## src/rtl/mem_port_arbiter.sv

```systemverilog
// rtl/mem_port_arbiter.sv - shared memory port arbiter (IDLE/ISSUE/WAIT/DONE), round-robin by default
// Define MEM_ARB_FIXED_PRIORITY_EN for fixed lowest-index-wins arbitration.
module mem_port_arbiter #(
   parameter int NUM_CORES = 4,
   parameter int DATA_W    = 16,
   parameter int ADDR_W    = 16,
   parameter int MEM_LAT   = 2
) (
   input  logic                        Clock,
   input  logic                        Reset_n,
   input  logic [2*NUM_CORES-1:0]      core_memcontrol,
   input  logic [ADDR_W*NUM_CORES-1:0] core_addr,
   input  logic [DATA_W*NUM_CORES-1:0] core_wdata,
   output logic [DATA_W-1:0]           core_rdata,
   output logic [NUM_CORES-1:0]        core_done,
   output logic [NUM_CORES-1:0]        core_stall,
   output logic [1:0]                  mem_ctrl,
   output logic [ADDR_W-1:0]           mem_addr,
   output logic [DATA_W-1:0]           mem_wdata,
   input  logic [DATA_W-1:0]           mem_rdata,
   output logic [3:0]                  grant_id
);

   localparam int CNT_W = 4;

   typedef enum logic [1:0] {IDLE, ISSUE, WAIT, DONE} state_t;

   state_t              state_q, state_d;
   logic [1:0]          cmd_q, cmd_d;
   logic [ADDR_W-1:0]   addr_q, addr_d;
   logic [DATA_W-1:0]   wdata_q, wdata_d;
   logic [DATA_W-1:0]   rdata_q, rdata_d;
   logic [3:0]          grant_q, grant_d;
   logic [CNT_W-1:0]    cnt_q, cnt_d;
`ifndef MEM_ARB_FIXED_PRIORITY_EN
   logic [3:0]          last_q, last_d;
`endif

   logic [NUM_CORES-1:0] pending;
   logic                 any_pending;
   logic [3:0]           win;
   logic [1:0]           sel_cmd;
   logic [ADDR_W-1:0]    sel_addr;
   logic [DATA_W-1:0]    sel_wdata;

   // 01 and 10 are the only real commands; 00 and 11 both read as idle.
   always_comb begin
      for (int i = 0; i < NUM_CORES; i++) begin
         pending[i] = core_memcontrol[2*i] ^ core_memcontrol[2*i+1];
      end
   end

`ifdef MEM_ARB_FIXED_PRIORITY_EN
   always_comb begin
      any_pending = 1'b0;
      win         = '0;
      for (int i = NUM_CORES-1; i >= 0; i--) begin
         if (pending[i]) begin
            any_pending = 1'b1;
            win         = 4'(i);
         end
      end
   end
`else
   // Prefer the lowest pending index above last_grant, else wrap to the lowest overall.
   logic       hi_found;
   logic [3:0] win_hi;
   logic [3:0] win_all;
   always_comb begin
      any_pending = 1'b0;
      hi_found    = 1'b0;
      win_hi      = '0;
      win_all     = '0;
      for (int i = NUM_CORES-1; i >= 0; i--) begin
         if (pending[i]) begin
            any_pending = 1'b1;
            win_all     = 4'(i);
            if (4'(i) > last_q) begin
               hi_found = 1'b1;
               win_hi   = 4'(i);
            end
         end
      end
      win = hi_found ? win_hi : win_all;
   end
`endif

   always_comb begin
      sel_cmd   = '0;
      sel_addr  = '0;
      sel_wdata = '0;
      for (int i = 0; i < NUM_CORES; i++) begin
         if (win == 4'(i)) begin
            sel_cmd   = core_memcontrol[2*i +: 2];
            sel_addr  = core_addr[i*ADDR_W +: ADDR_W];
            sel_wdata = core_wdata[i*DATA_W +: DATA_W];
         end
      end
   end

   always_ff @(posedge Clock or negedge Reset_n) begin
      if (!Reset_n) begin
         state_q <= IDLE;
         cmd_q   <= '0;
         addr_q  <= '0;
         wdata_q <= '0;
         rdata_q <= '0;
         grant_q <= '0;
         cnt_q   <= '0;
`ifndef MEM_ARB_FIXED_PRIORITY_EN
         last_q  <= 4'(NUM_CORES-1);
`endif
      end else begin
         state_q <= state_d;
         cmd_q   <= cmd_d;
         addr_q  <= addr_d;
         wdata_q <= wdata_d;
         rdata_q <= rdata_d;
         grant_q <= grant_d;
         cnt_q   <= cnt_d;
`ifndef MEM_ARB_FIXED_PRIORITY_EN
         last_q  <= last_d;
`endif
      end
   end

   always_comb begin
      state_d = state_q;
      cmd_d   = cmd_q;
      addr_d  = addr_q;
      wdata_d = wdata_q;
      rdata_d = rdata_q;
      grant_d = grant_q;
      cnt_d   = cnt_q;
`ifndef MEM_ARB_FIXED_PRIORITY_EN
      last_d  = last_q;
`endif
      case (state_q)
         IDLE: begin
            if (any_pending) begin
               state_d = ISSUE;
               cmd_d   = sel_cmd;
               addr_d  = sel_addr;
               wdata_d = sel_wdata;
               grant_d = win;
`ifndef MEM_ARB_FIXED_PRIORITY_EN
               last_d  = win;
`endif
            end
         end
         ISSUE: begin
            if (cmd_q == 2'b01) begin
               state_d = WAIT;
               cnt_d   = CNT_W'(MEM_LAT-1);
            end else begin
               state_d = DONE;
            end
         end
         WAIT: begin
            // Counter reaching zero lines up with mem_rdata being valid this cycle.
            if (cnt_q == '0) begin
               state_d = DONE;
               rdata_d = mem_rdata;
            end else begin
               cnt_d = cnt_q - 1'b1;
            end
         end
         DONE:    state_d = IDLE;
         default: state_d = IDLE;
      endcase
   end

   assign mem_ctrl   = (state_q == ISSUE) ? cmd_q   : 2'b00;
   assign mem_addr   = (state_q == ISSUE) ? addr_q  : '0;
   assign mem_wdata  = (state_q == ISSUE) ? wdata_q : '0;
   assign core_rdata = rdata_q;
   assign grant_id   = grant_q;

   always_comb begin
      for (int i = 0; i < NUM_CORES; i++) begin
         core_done[i] = (state_q == DONE) && (grant_q == 4'(i));
      end
   end

   assign core_stall = pending & ~core_done;

endmodule
```

## config.mk

```make
export PLATFORM = sky130hd
export DESIGN_NAME = mem_port_arbiter
export DESIGN_NICKNAME = d
export VERILOG_FILES = /design/src/rtl/mem_port_arbiter.sv
export SDC_FILE = /design/constraint.sdc
export NUM_CORES = 1
export LEC_CHECK = 0
export BUFFER_PORTS_ARGS = -buffer_cell sky130_fd_sc_hd__buf_2
export CORE_MARGIN = 2
export CORE_UTILIZATION = 41
export CTS_CLUSTER_DIAMETER = 50
export CTS_CLUSTER_SIZE = 8
export DETAILED_ROUTE_END_ITERATION = 7
export GPL_ROUTABILITY_DRIVEN = 1
export PLACE_DENSITY = 0.74
export SLEW_MARGIN = 20
export SYNTH_ARGS = -nofsm -noshare
export SYNTH_HDL_FRONTEND = slang
export SYNTH_SLANG_ARGS = --single-unit
```

## constraint.sdc

```tcl
create_clock -name Clock -period 4.5 [get_ports Clock]
set_input_delay 0.9 -clock Clock [delete_from_list [all_inputs] [get_ports Clock]]
set_output_delay 0.9 -clock Clock [all_outputs]
set_load 0.05 [all_outputs]
```

==> metrics.log, run 1 <==
INFO  metric ff2ff_setup_slack = between 1.5 and 2 ns
INFO  metric synth_top_cell_by_area = dfrtp_1
INFO  metric grt_first_pass_wirelength = around 19,000 um
INFO  metric post-route-worst-setup-slack = between 1.5 and 2 ns
INFO  metric die_w = ~100 um
INFO  metric cell_leakage_power = roughly 2.8 nW
INFO  metric clk_path_buf_depth = 2
INFO  metric power_report.internal_total = between 1.5 and 2 mW
INFO  metric min_to = addr_q[9]$_DFFE_PN0P_
INFO  metric post_synth_num_cell_types = 44
INFO  metric critPathArrivalTime = 1.95 ns
INFO  metric post_synth_instance_area = roughly 0.004 mm^2
INFO  metric grt_max_degree = just under 70
INFO  metric globalRoute.totalOverflow = 0
INFO  metric cts_repair_resize_count = 0
INFO  metric grt.total_usage = ~21%
INFO  metric synth_seq_area_share = roughly 37%
INFO  metric finish.instance_area = approximately 0.0054 mm^2
INFO  metric worst_ir_drop_vdd = 0.000417 V
INFO  metric timing_max_transition_violations_final = 0
INFO  metric detail_route.vias_per_cell = approximately 5.2
INFO  metric worst_hold_startpoint = addr_q[9]$_DFFE_PN0P_
INFO  metric power_frac_seq = between 20% and 30%
INFO  metric synth-seq-cells = 60
INFO  metric placed_cell_area = between 0.005 and 0.006 mm^2
INFO  metric antenna_found_initial = 0
INFO  metric wl_per_cell = 14.8 um
INFO  metric syn-mean-instance-area = approximately 9.4 um^2
INFO  metric critical_path.reg2reg.startpoint = state_q[0]$_DFFE_PN0P_
INFO  metric switchingPower = 2.14 mW
INFO  metric worst_setup_path_startpoint = state_q[1]$_DFFE_PN0P_
INFO  metric worst_hold_slack = 0.469 ns
INFO  metric timing.clock.skew = between 0.01 and 0.015 ns
INFO  metric setup.worst_path.class = reg -> out
INFO  metric run_status = completed
INFO  metric post_synth_main_area_contributors = dfrtp_1 36%, and3_1 10%, a211oi_1 9.8%
INFO  metric synth_warnings = 0
INFO  metric cts.htree.levels = 3
INFO  metric post_layout_minimum_cycle_time = roughly 2.8 ns
INFO  metric numPortBuffers = 213
INFO  metric row_count = 36
INFO  metric place.gp.congestion = between 0.8 and 0.9
INFO  metric yosys-top-cells-count = 68 x and3_1, 58 x dfrtp_1, 53 x a211oi_1
INFO  metric core_region_area = 0.00968 mm^2
INFO  metric drive_gt1_share = between 40 and 50%
INFO  metric clkPwrFrac = 12.2%
INFO  metric place_ws = 1.41 ns
INFO  metric via_count = between 3,000 and 4,000
INFO  metric cts_buffers = 9
INFO  metric via_count_of_the_first_global_routing_pass = 4,013
INFO  metric area_growth_syn_to_layout = 31.9%
INFO  metric synth_enable_flop_cells = 0
INFO  metric route.antenna.remaining_nets = 0
INFO  metric clk_root_buffer_cell = clkbuf_8
INFO  metric cts_num_sinks = 60
INFO  metric die_h = 104 um
INFO  metric cp.required = 3.60 ns
INFO  metric hold_class = reg -> reg
INFO  metric tightestPinTransition = 1.06 ns
INFO  metric endpoint_kind = output pin
INFO  metric rsz0062_at_grt = no
INFO  metric io-pin-count = between 200 and 250
INFO  metric cp-start-kind = flip-flop
INFO  metric initial_utilization = a little over two fifths
INFO  metric finalSetupViolCount = 0
INFO  metric critical_path.max_fanout = 36
INFO  metric routed_wirelength = around 11,000 um
INFO  metric final_nets = just under 800
INFO  metric p_per_area = between 700 and 800 mW/mm^2
INFO  metric post-route-period-util = a little over three fifths
INFO  metric clock_latency = 0.33 ns
INFO  metric final_hold_viol_count = 0
INFO  metric reg2reg_depth = 7
INFO  metric postCtsSetupRepairBufs = 0
INFO  metric share_comb_of_total_power = around 64%
INFO  metric yosysMostFrequentCell = and3_1
INFO  metric cts-hold-fix-buffers = 0
INFO  metric synthesis.instances = approximately 430
INFO  metric half_perimeter_wire_length_after_detailed_placement = between 8000 and 9000 um
INFO  metric n_fill_cell = ~920
INFO  metric insertedDiodeCount = 0
INFO  metric hold-path-cell-count = 2
INFO  metric cts_tree = done
INFO  metric path_clk_slew = 0.07 ns
INFO  metric drt_first_pass_iters = 4
INFO  metric setup_tns = 0 ns
INFO  metric synth_flop_cell = dfrtp_1
INFO  metric maxClockFrequency = 351 MHz
INFO  metric fin_util = 55.3%
INFO  metric p_sw_share = between 50% and 60%
INFO  metric top_cell_type_s_share_of_synthesized_area = around 36%
INFO  metric drt-initial-drc-count = approximately 150
INFO  metric max-slew-margin-rel = ~29%
INFO  metric postSynth.asyncResetShare = 100%
INFO  metric area_enclosed_by_the_die_boundary = 0.0107 mm^2
INFO  metric critical_path.reg2reg.endpoint = cnt_q[2]$_DFFE_PN0P_
INFO  metric remaining_drc_errors = 0
INFO  metric max_cap_viol_count = 0
critical path: stages (launching register included):
cell,delay [ns]
dfrtp_1,0.41
inv_1,0.12
ha_2,0.57
and2_1,0.22
buf_2,0.26
through the flow:
| step | power, mW | std cells |
|---|---|---|
| 6_report | 4.07 | 759 |
| 5_1_grt | 4.37 | 759 |
| 4_1_cts | 4.10 | 759 |
| 3_5_place_dp | 3.59 | 743 |
| 3_3_place_gp | 3.53 | 743 |
| 2_1_floorplan | 3.04 | 432 |
state kept, by name, indices dropped and copies added (netlist names):
name        cells
state_q         2
cnt_q           4
wdata_q        16
addr_q         16
core_rdata     16
grant_id        2
cmd_q           2
last_q          2
layout by cell type (no fill, tap or decap), types with 2 or more instances in the layout:
cell / count
nand2_1: 41
a221oi_2: 2
nor2_1: 6
buf_4: 6
conb_1: 2
clkbuf_8: 11
mux2_2: 16
buf_2: 213
and2_1: 34
a21boi_0: 2
dfstp_2: 2
ha_1: 6
a211oi_2: 13
nor2b_1: 2
inv_1: 9
a21oi_1: 5
o21ai_0: 9
and3_1: 68
xor2_1: 3
a211oi_1: 53
dfrtp_1: 58
o31ai_1: 34
xnor2_1: 3
nand2b_1: 2
clkinv_2: 2
layer usage:
metal	share of wire [%]	vias to the layer above	GRT usage, %
li1	-	1968	-
met1	43	1841	27.1
met2	49	143	37.3
met3	5.9	15	4.28
met4	1.5	0	6.66
met5	0	-	0
area by class of cell:
type                       count  area [um^2]  area share, %
inverter                       9         33.8          0.630
sequential                    60         1500           28.1
multi-input combinational    321         2320           43.3
clock buffer                  12          155           2.90
tap                          133          166           3.11
timing repair buffer         220         1130           21.1
clock inverter                 4         47.5          0.887
power by group through the flow:
stage	Clock (mW)	Sequential, mW	Combinational (mW)
final	0.494	0.967	2.61
after global routing	0.533	1.01	2.83
after CTS	0.509	0.969	2.62
after detailed placement	0	0.978	2.62
after global placement	0	0.963	2.57
after floorplan	0	1.23	1.81
worst max-delay path by stage:
stage	endpoint	slack (ns)
final	mem_addr[0]	1.65
after floorplan	core_stall[0]	1.15
after global placement	addr_q[8]$_DFFE_PN0P_	1.50
after CTS	mem_addr[0]	1.28
after detailed placement	addr_q[6]$_DFFE_PN0P_	1.41
after global routing	mem_addr[12]	1.51
cell families (layout without fill, tap and decap cells):
| kind of cell | count (synthesis) | after routing | synth area share, % |
|---|---|---|---|
| muxes | 16 | 16 | 4.43 |
| other | 1 | 2 | 0.0923 |
| and+or+nand+nor | 163 | 163 | 22.6 |
| AOI/OAI and AO/OA | 126 | 126 | 25.0 |
| adders and majority gates | 7 | 7 | 2.16 |
| DFF | 60 | 60 | 37.0 |
| buffers and inverters | 51 | 245 | 6.99 |
| xor gates and xnor gates | 7 | 7 | 1.69 |
No activity file was read; power rests on OpenSTA's default activity.
==> inputs of run 2 (changes only) <==
==> constraint.sdc (replaced) <==
create_clock -name Clock -period 2.8 [get_ports Clock]
set_input_delay 0.56 -clock Clock [delete_from_list [all_inputs] [get_ports Clock]]
set_output_delay 0.56 -clock Clock [all_outputs]
set_load 0.05 [all_outputs]
==> run 2 against run 1 <==
Effect of this change:
- largest power group unchanged
- critical path type unchanged
- total power is 63% higher
- setup slack worse by 1.2 ns
- routed wire length is 2.4% higher
- combinational power is 64% higher
- critical endpoint is now mem_addr[14]
- sequential share of layout area is 0.35 points lower
- first-iteration DRC count is 5.3% higher
- cell area is 1.3% higher
- critical path depth is 1 higher
- highest routed layer unchanged
- sequential cell count stayed put
- clock-buffer cell count is 3 lower
- sequential power is 60% higher
- register-to-register slack worse by 1.4 ns
==> metrics.log, run 2 (synthesized netlist as in run 1, its figures left out) <==
INFO  metric run_status = completed (unchanged)
INFO  metric mostFrequentLayoutCell = buf_2 (unchanged)
INFO  metric critical_path.reg2reg.endpoint = addr_q[0]$_DFFE_PN0P_ (was cnt_q[2]$_DFFE_PN0P_)
INFO  metric timing.clock.skew = 0.0105 ns (was 0.0104 ns)
INFO  metric cts.htree.levels = 3 (unchanged)
INFO  metric die_w = 104 um (unchanged)
INFO  metric post_layout_minimum_cycle_time = between 2 and 2.5 ns
INFO  metric grt_first_pass_wirelength = 18,900 um (was 19,100 um)
INFO  metric post-route-period-util = 85.3%
INFO  metric cts_num_sinks = 60 (unchanged)
INFO  metric clk_root_buffer_cell = clkbuf_8 (unchanged)
INFO  metric critical_path.reg2reg.startpoint = last_q[0]$_DFFE_PN1P_ (was state_q[0]$_DFFE_PN0P_)
INFO  metric tightestPinTransition = 0.912 ns (was 1.06 ns)
INFO  metric clk_path_buf_depth = 2 (unchanged)
INFO  metric initial_utilization = 42.0% (unchanged)
INFO  metric crit_path_cell_trace = inv_1, ha_1, buf_4, and2_1, buf_2 (was inv_1, ha_2, and2_1, buf_2)
INFO  metric setup.worst_path.class = reg -> out (unchanged)
INFO  metric drive_gt1_share = 45.0% (was 44.4%)
INFO  metric area_enclosed_by_the_die_boundary = 0.0107 mm^2 (unchanged)
INFO  metric cts-hold-fix-buffers = 0 (unchanged)
INFO  metric via_count_of_the_first_global_routing_pass = 3,993 (was 4,013)
INFO  metric rsz0062_at_grt = no (unchanged)
INFO  metric critPathArrivalTime = 1.83 ns (was 1.95 ns)
INFO  metric p_per_area = 1220 mW/mm^2 (was 759 mW/mm^2)
INFO  metric wl_per_cell = 15.1 um (was 14.8 um)
INFO  metric area_growth_syn_to_layout = 33.6% (was 31.9%)
INFO  metric worst_ir_drop_vdd = 0.000532 V (was 0.000417 V)
INFO  metric finish.instance_area = 0.00543 mm^2 (was 0.00536 mm^2)
INFO  metric timing_max_transition_violations_final = 0 (unchanged)
INFO  metric grt.total_usage = 21.2% (was 21.5%)
INFO  metric critical_path.slowest_cell = dfrtp_1 (was ha_2)
INFO  metric routed_wirelength = 11,500 um (was 11,200 um)
INFO  metric drt_first_pass_iters = 4 (unchanged)
INFO  metric half_perimeter_wire_length_after_detailed_placement = 8350 um (was 8240 um)
INFO  metric final_nets = 787 (was 782)
INFO  metric ff2ff_setup_slack = 0.52 ns (was 1.91 ns)
INFO  metric endpoint_kind = output pin (unchanged)
INFO  metric postCtsSetupRepairBufs = 0 (unchanged)
INFO  metric final_cell_mix = 213 x buf_2, 68 x and3_1, 58 x dfrtp_1 (unchanged)
INFO  metric row_count = 36 (unchanged)
INFO  metric cts_tree = done (unchanged)
INFO  metric clock_latency = 0.33 ns (about the same)
INFO  metric io-pin-count = 216 (unchanged)
INFO  metric placed_cell_area = 0.00520 mm^2 (was 0.00515 mm^2)
INFO  metric critical_path.max_fanout = 36 (unchanged)
INFO  metric cp_slowest_stage_delay = 0.41 ns (was 0.57 ns)
INFO  metric via_count = 4,013 (was 3,967)
INFO  metric numPortBuffers = 213 (unchanged)
INFO  metric path_clk_slew = 0.08 ns (was 0.07 ns)
INFO  metric max-slew-margin-rel = 39.2% (was 29.1%)
INFO  metric remaining_drc_errors = 0 (unchanged)
INFO  metric maxClockFrequency = approximately 420 MHz
INFO  metric max_cap_viol_count = 0 (unchanged)
INFO  metric drt-initial-drc-count = 160 (was 152)
INFO  metric route.antenna.remaining_nets = 0 (unchanged)
INFO  metric setup_tns = 0 ns (unchanged)
INFO  metric die_h = 104 um (unchanged)
INFO  metric cp.required = 2.24 ns (was 3.60 ns)
INFO  metric core_region_area = 0.00968 mm^2 (unchanged)
INFO  metric cts_buffers = 9 (unchanged)
INFO  metric detail_route.vias_per_cell = 5.25 (was 5.23)
INFO  metric grt_max_degree = 76 (was 69)
INFO  metric finalSetupViolCount = 0 (unchanged)
INFO  metric cell_leakage_power = 2.80 nW (was 2.76 nW)
INFO  metric cp-start-kind = flip-flop (unchanged)
INFO  metric hold_class = in -> async (was reg -> reg)
INFO  metric insertedDiodeCount = 0 (unchanged)
INFO  metric reg2reg_depth = 5 (was 7)
INFO  metric final_hold_viol_count = 0 (unchanged)
INFO  metric place.gp.congestion = 0.781 (was 0.809)
INFO  metric cts_repair_resize_count = 0 (unchanged)
INFO  metric globalRoute.totalOverflow = 0 (unchanged)
INFO  metric antenna_found_initial = 0 (unchanged)
-- run 2: cell count changes in the layout (fill, tap and decap cells not counted), sizes merged --
cell / before / now
buf: 220 / 225
inv: 9 / 11
clkbuf: 12 / 9
clkinv: 2 / 3
-- run 2: worst max-delay path, delay by kind of cell, from the launching register on --
kind,cells,cell delay (ns)
buffers and inverters,3,0.72
flip-flops,1,0.41
AND/OR/NAND/NOR,1,0.21
adder cells (fa/ha/maj),1,0.16
-- run 2: final cells by class --
cell class	count	area, um^2
inverter	9	33.8
clock buffer	9	124
timing repair buffer	225	1200
clock inverter	7	73.8
fill	877	4260
sequential	60	1500
tap	133	166
multi-input combinational	321	2320
-- run 2: worst max path at each step --
stage                       startpoint                endpoint  slack, ns  depth (start not counted)
6_report        state_q[1]$_DFFE_PN0P_            mem_addr[14]       0.41                          5
5_1_grt         state_q[1]$_DFFE_PN0P_            mem_addr[14]       0.31                          5
4_1_cts             core_memcontrol[3]  wdata_q[9]$_DFFE_PN0P_       0.31                          6
3_5_place_dp        core_memcontrol[3]   addr_q[1]$_DFFE_PN0P_      -0.03                          6
3_3_place_gp        core_memcontrol[3]   addr_q[2]$_DFFE_PN0P_       0.11                          6
2_1_floorplan  grant_id[0]$_DFFE_PN0P_           core_stall[1]       0.35                          3
-- run 2: report_power, final --
part | internal, mW | switching (mW)
Clock | 0.415 | 0.369
Sequential | 1.32 | 0.234
Combinational | 1.39 | 2.90
-- run 2: per-layer routing --
metal	vias to the layer above	track usage, %	share of wire (%)
met4	0	7.34	1.2
met5	-	0	0
met2	163	37.5	49
met1	1862	25.6	43
li1	1976	-	-
met3	12	4.53	6.7
-- run 2: through the flow --
step | setup WS, ns | util (%) | power (mW) | cells | hold WS, ns
detailed placement | -0.0285 | 53.7 | 5.82 | 747 | 0.458
global placement | 0.111 | 53.7 | 5.71 | 747 | 0.452
CTS | 0.311 | 55.7 | 6.63 | 763 | 0.369
floorplan | 0.353 | - | 4.89 | 432 | 0.264
finish | 0.411 | 56.0 | 6.62 | 764 | 0.352
global route | 0.312 | 56.0 | 7.10 | 764 | 0.412
==> inputs of run 3 (changes only) <==
--- a/config.mk
+++ b/config.mk
@@ -7,12 +7,12 @@
 export LEC_CHECK = 0
 export BUFFER_PORTS_ARGS = -buffer_cell sky130_fd_sc_hd__buf_2
 export CORE_MARGIN = 2
-export CORE_UTILIZATION = 41
+export CORE_UTILIZATION = 40
 export CTS_CLUSTER_DIAMETER = 50
 export CTS_CLUSTER_SIZE = 8
 export DETAILED_ROUTE_END_ITERATION = 7
 export GPL_ROUTABILITY_DRIVEN = 1
-export PLACE_DENSITY = 0.74
+export PLACE_DENSITY = 0.73
 export SLEW_MARGIN = 20
 export SYNTH_ARGS = -nofsm -noshare
 export SYNTH_HDL_FRONTEND = slang
==> run 3 against run 2 <==
Effect of this change:
- clock-buffer cell count rose by 2
- cell count rose by 0.13%
- via count about the same
- sequential cell count unchanged
- clock skew fell by 0.00091 ns
- critical path depth grew 3
- global-route usage hardly changed
- first-iteration DRC count is 43% higher
- cell area grew 0.23%
- non-clock buffer count grew 1
- critical endpoint is now addr_q[7]$_DFFE_PN0P_
- largest cell class unchanged
==> metrics.log, run 3 (synthesized netlist as in run 1, its figures left out) <==
INFO  metric clk_root_buffer_cell = clkbuf_8 (unchanged)
INFO  metric p_sw_share = 52.5% (was 52.8%)
INFO  metric critical_path.max_fanout = 68 (was 36)
INFO  metric final_nets = 788 (was 787)
INFO  metric run_status = completed (unchanged)
INFO  metric insertedDiodeCount = 0 (unchanged)
INFO  metric io-pin-count = 216 (unchanged)
INFO  metric grt_first_pass_wirelength = 19,200 um (was 18,900 um)
INFO  metric clkPwrFrac = 12.0% (was 11.8%)
INFO  metric numPortBuffers = 213 (unchanged)
INFO  metric switchingPower = 3.49 mW (was 3.50 mW)
INFO  metric cp-start-kind = input pin (was flip-flop)
INFO  metric drt_first_pass_iters = 4 (unchanged)
INFO  metric share_comb_of_total_power = 64.5% (was 64.7%)
INFO  metric detail_route.vias_per_cell = 5.24 (was 5.25)
INFO  metric power_report.internal_total = 3.16 mW (was 3.12 mW)
INFO  metric path_clk_slew = 0.07 ns (was 0.08 ns)
INFO  metric route.antenna.remaining_nets = 0 (unchanged)
INFO  metric final_hold_viol_count = 0 (unchanged)
INFO  metric finalSetupViolCount = 0 (unchanged)
INFO  metric remaining_drc_errors = 0 (unchanged)
INFO  metric core_region_area = 0.00982 mm^2 (was 0.00968 mm^2)
INFO  metric p_per_area = 1220 mW/mm^2 (about the same)
INFO  metric grt_max_degree = 76 (unchanged)
INFO  metric setup_tns = 0 ns (unchanged)
INFO  metric post_layout_minimum_cycle_time = 2.29 ns (was 2.39 ns)
INFO  metric worst_ir_drop_vdd = 0.000623 V (was 0.000532 V)
INFO  metric final_cell_mix = 213 x buf_2, 68 x and3_1, 58 x dfrtp_1 (unchanged)
INFO  metric via_count_of_the_first_global_routing_pass = 4,012 (was 3,993)
INFO  metric postCtsSetupRepairBufs = 0 (unchanged)
INFO  metric power_frac_seq = 23.5% (was 23.4%)
INFO  metric globalRoute.totalOverflow = 0 (unchanged)
INFO  metric drive_gt1_share = 44.9% (was 45.0%)
INFO  metric routed_wirelength = 11,600 um (was 11,500 um)
INFO  metric clock_latency = 0.34 ns (was 0.33 ns)
INFO  metric power = 6.65 mW (was 6.62 mW)
INFO  metric cp.required = 3.04 ns (was 2.24 ns)
INFO  metric cts-hold-fix-buffers = 0 (unchanged)
INFO  metric place.gp.congestion = 0.798 (was 0.781)
INFO  metric max-slew-margin-rel = 51.2% (was 39.2%)
INFO  metric mostFrequentLayoutCell = buf_2 (unchanged)
INFO  metric initial_utilization = 41.4% (was 42.0%)
INFO  metric grt.total_usage = 21.2% (about the same)
INFO  metric cts.htree.levels = 3 (unchanged)
INFO  metric setup.worst_path.class = in -> reg (was reg -> out)
INFO  metric timing_max_transition_violations_final = 0 (unchanged)
INFO  metric cts_buffers = 9 (unchanged)
INFO  metric drt-initial-drc-count = 229 (was 160)
INFO  metric cts_num_sinks = 60 (unchanged)
INFO  metric row_count = 36 (unchanged)
INFO  metric via_count = 4,011 (was 4,013)
INFO  metric cts_repair_resize_count = 0 (unchanged)
INFO  metric tightestPinTransition = 0.733 ns (was 0.912 ns)
INFO  metric critPathArrivalTime = 2.53 ns (was 1.83 ns)
INFO  metric antenna_found_initial = 0 (unchanged)
INFO  metric hold_class = in -> async (unchanged)
INFO  metric cell_leakage_power = 2.80 nW (about the same)
INFO  metric timing.clock.skew = 0.00956 ns (was 0.0105 ns)
INFO  metric fin_util = 55.4% (was 56.0%)
INFO  metric cts_tree = done (unchanged)
INFO  metric die_h = 105 um (was 104 um)
INFO  metric area_enclosed_by_the_die_boundary = 0.0110 mm^2 (was 0.0107 mm^2)
INFO  metric area_growth_syn_to_layout = 33.9% (was 33.6%)
INFO  metric clk_path_buf_depth = 2 (unchanged)
INFO  metric maxClockFrequency = 437 MHz (was 419 MHz)
INFO  metric rsz0062_at_grt = no (unchanged)
INFO  metric max_cap_viol_count = 0 (unchanged)
INFO  metric post-route-period-util = 81.7% (was 85.3%)
INFO  metric die_w = 105 um (was 104 um)
INFO  metric wl_per_cell = 15.2 um (was 15.1 um)
INFO  metric endpoint_kind = flip-flop (was output pin)
INFO  metric half_perimeter_wire_length_after_detailed_placement = 8740 um (was 8350 um)
run 3: cell types whose count changed in the layout (fill, tap and decap cells not counted), sizes merged:
cell / change
inv: -2
buf: +1
clkinv: -2
clkbuf: +2
clkinvlp: +2
run 3: layout make-up:
class	instances	area (um^2)
Clock buffer	11	141
Clock inverter	5	61.3
Fill cell	947	4380
Inverter	9	33.8
Multi-Input combinational cell	321	2320
Sequential cell	60	1500
Tap cell	133	166
Timing Repair Buffer	226	1210
run 3: per-stage QoR:
stage	std cells	area (um^2)	hold slack [ns]	worst slack, ns
detailed placement	749	5240	0.459	0.174
global placement	748	5210	0.453	0.102
floorplan	432	4070	0.264	0.353
finish	765	5440	0.175	0.513
CTS	765	5440	0.154	0.496
global route	765	5440	0.154	0.318
run 3: final timing paths:
kind / slack [ns] / end / cells after the start / from
min: 0.17 / last_q[0]$_DFFE_PN1P_ / 1 / Reset_n
max in group asynchronous: 2.11 / last_q[1]$_DFFE_PN1P_ / 2 / Reset_n
min in group Clock: 0.45 / core_rdata[10]$_DFFE_PN0P_ / 2 / mem_rdata[10]
max: 0.51 / addr_q[7]$_DFFE_PN0P_ / 8 / core_memcontrol[7]
min reg2reg: 0.47 / wdata_q[0]$_DFFE_PN0P_ / 2 / wdata_q[0]$_DFFE_PN0P_
max reg2reg: 0.53 / addr_q[11]$_DFFE_PN0P_ / 5 / last_q[0]$_DFFE_PN1P_
run 3: metal layers:
metal	track usage, %	part of all wire [%]	routed length, um	vias to the layer above
li1	-	-	-	1979
met5	0	0	0	-
met4	5.71	0.98	114	0
met1	27.0	44	5150	1873
met2	36.7	49	5720	150
met3	4.05	5.7	661	9
run 3: power by group through the flow:
stage	Clock (mW)	Combinational (mW)	Sequential, mW
2_1_floorplan	0	2.92	1.98
3_3_place_gp	0	4.19	1.55
3_5_place_dp	0	4.31	1.58
4_1_cts	0.828	4.32	1.57
5_1_grt	0.869	4.64	1.62
6_report	0.797	4.29	1.57
run 3: critical path, cell delays in order:
cell      delay, ns
buf_2          0.12
xnor2_1        0.50
o221ai_4       0.20
buf_4          0.26
nand2_2        0.11
buf_12         0.27
a211oi_1       0.13
o31ai_1        0.29
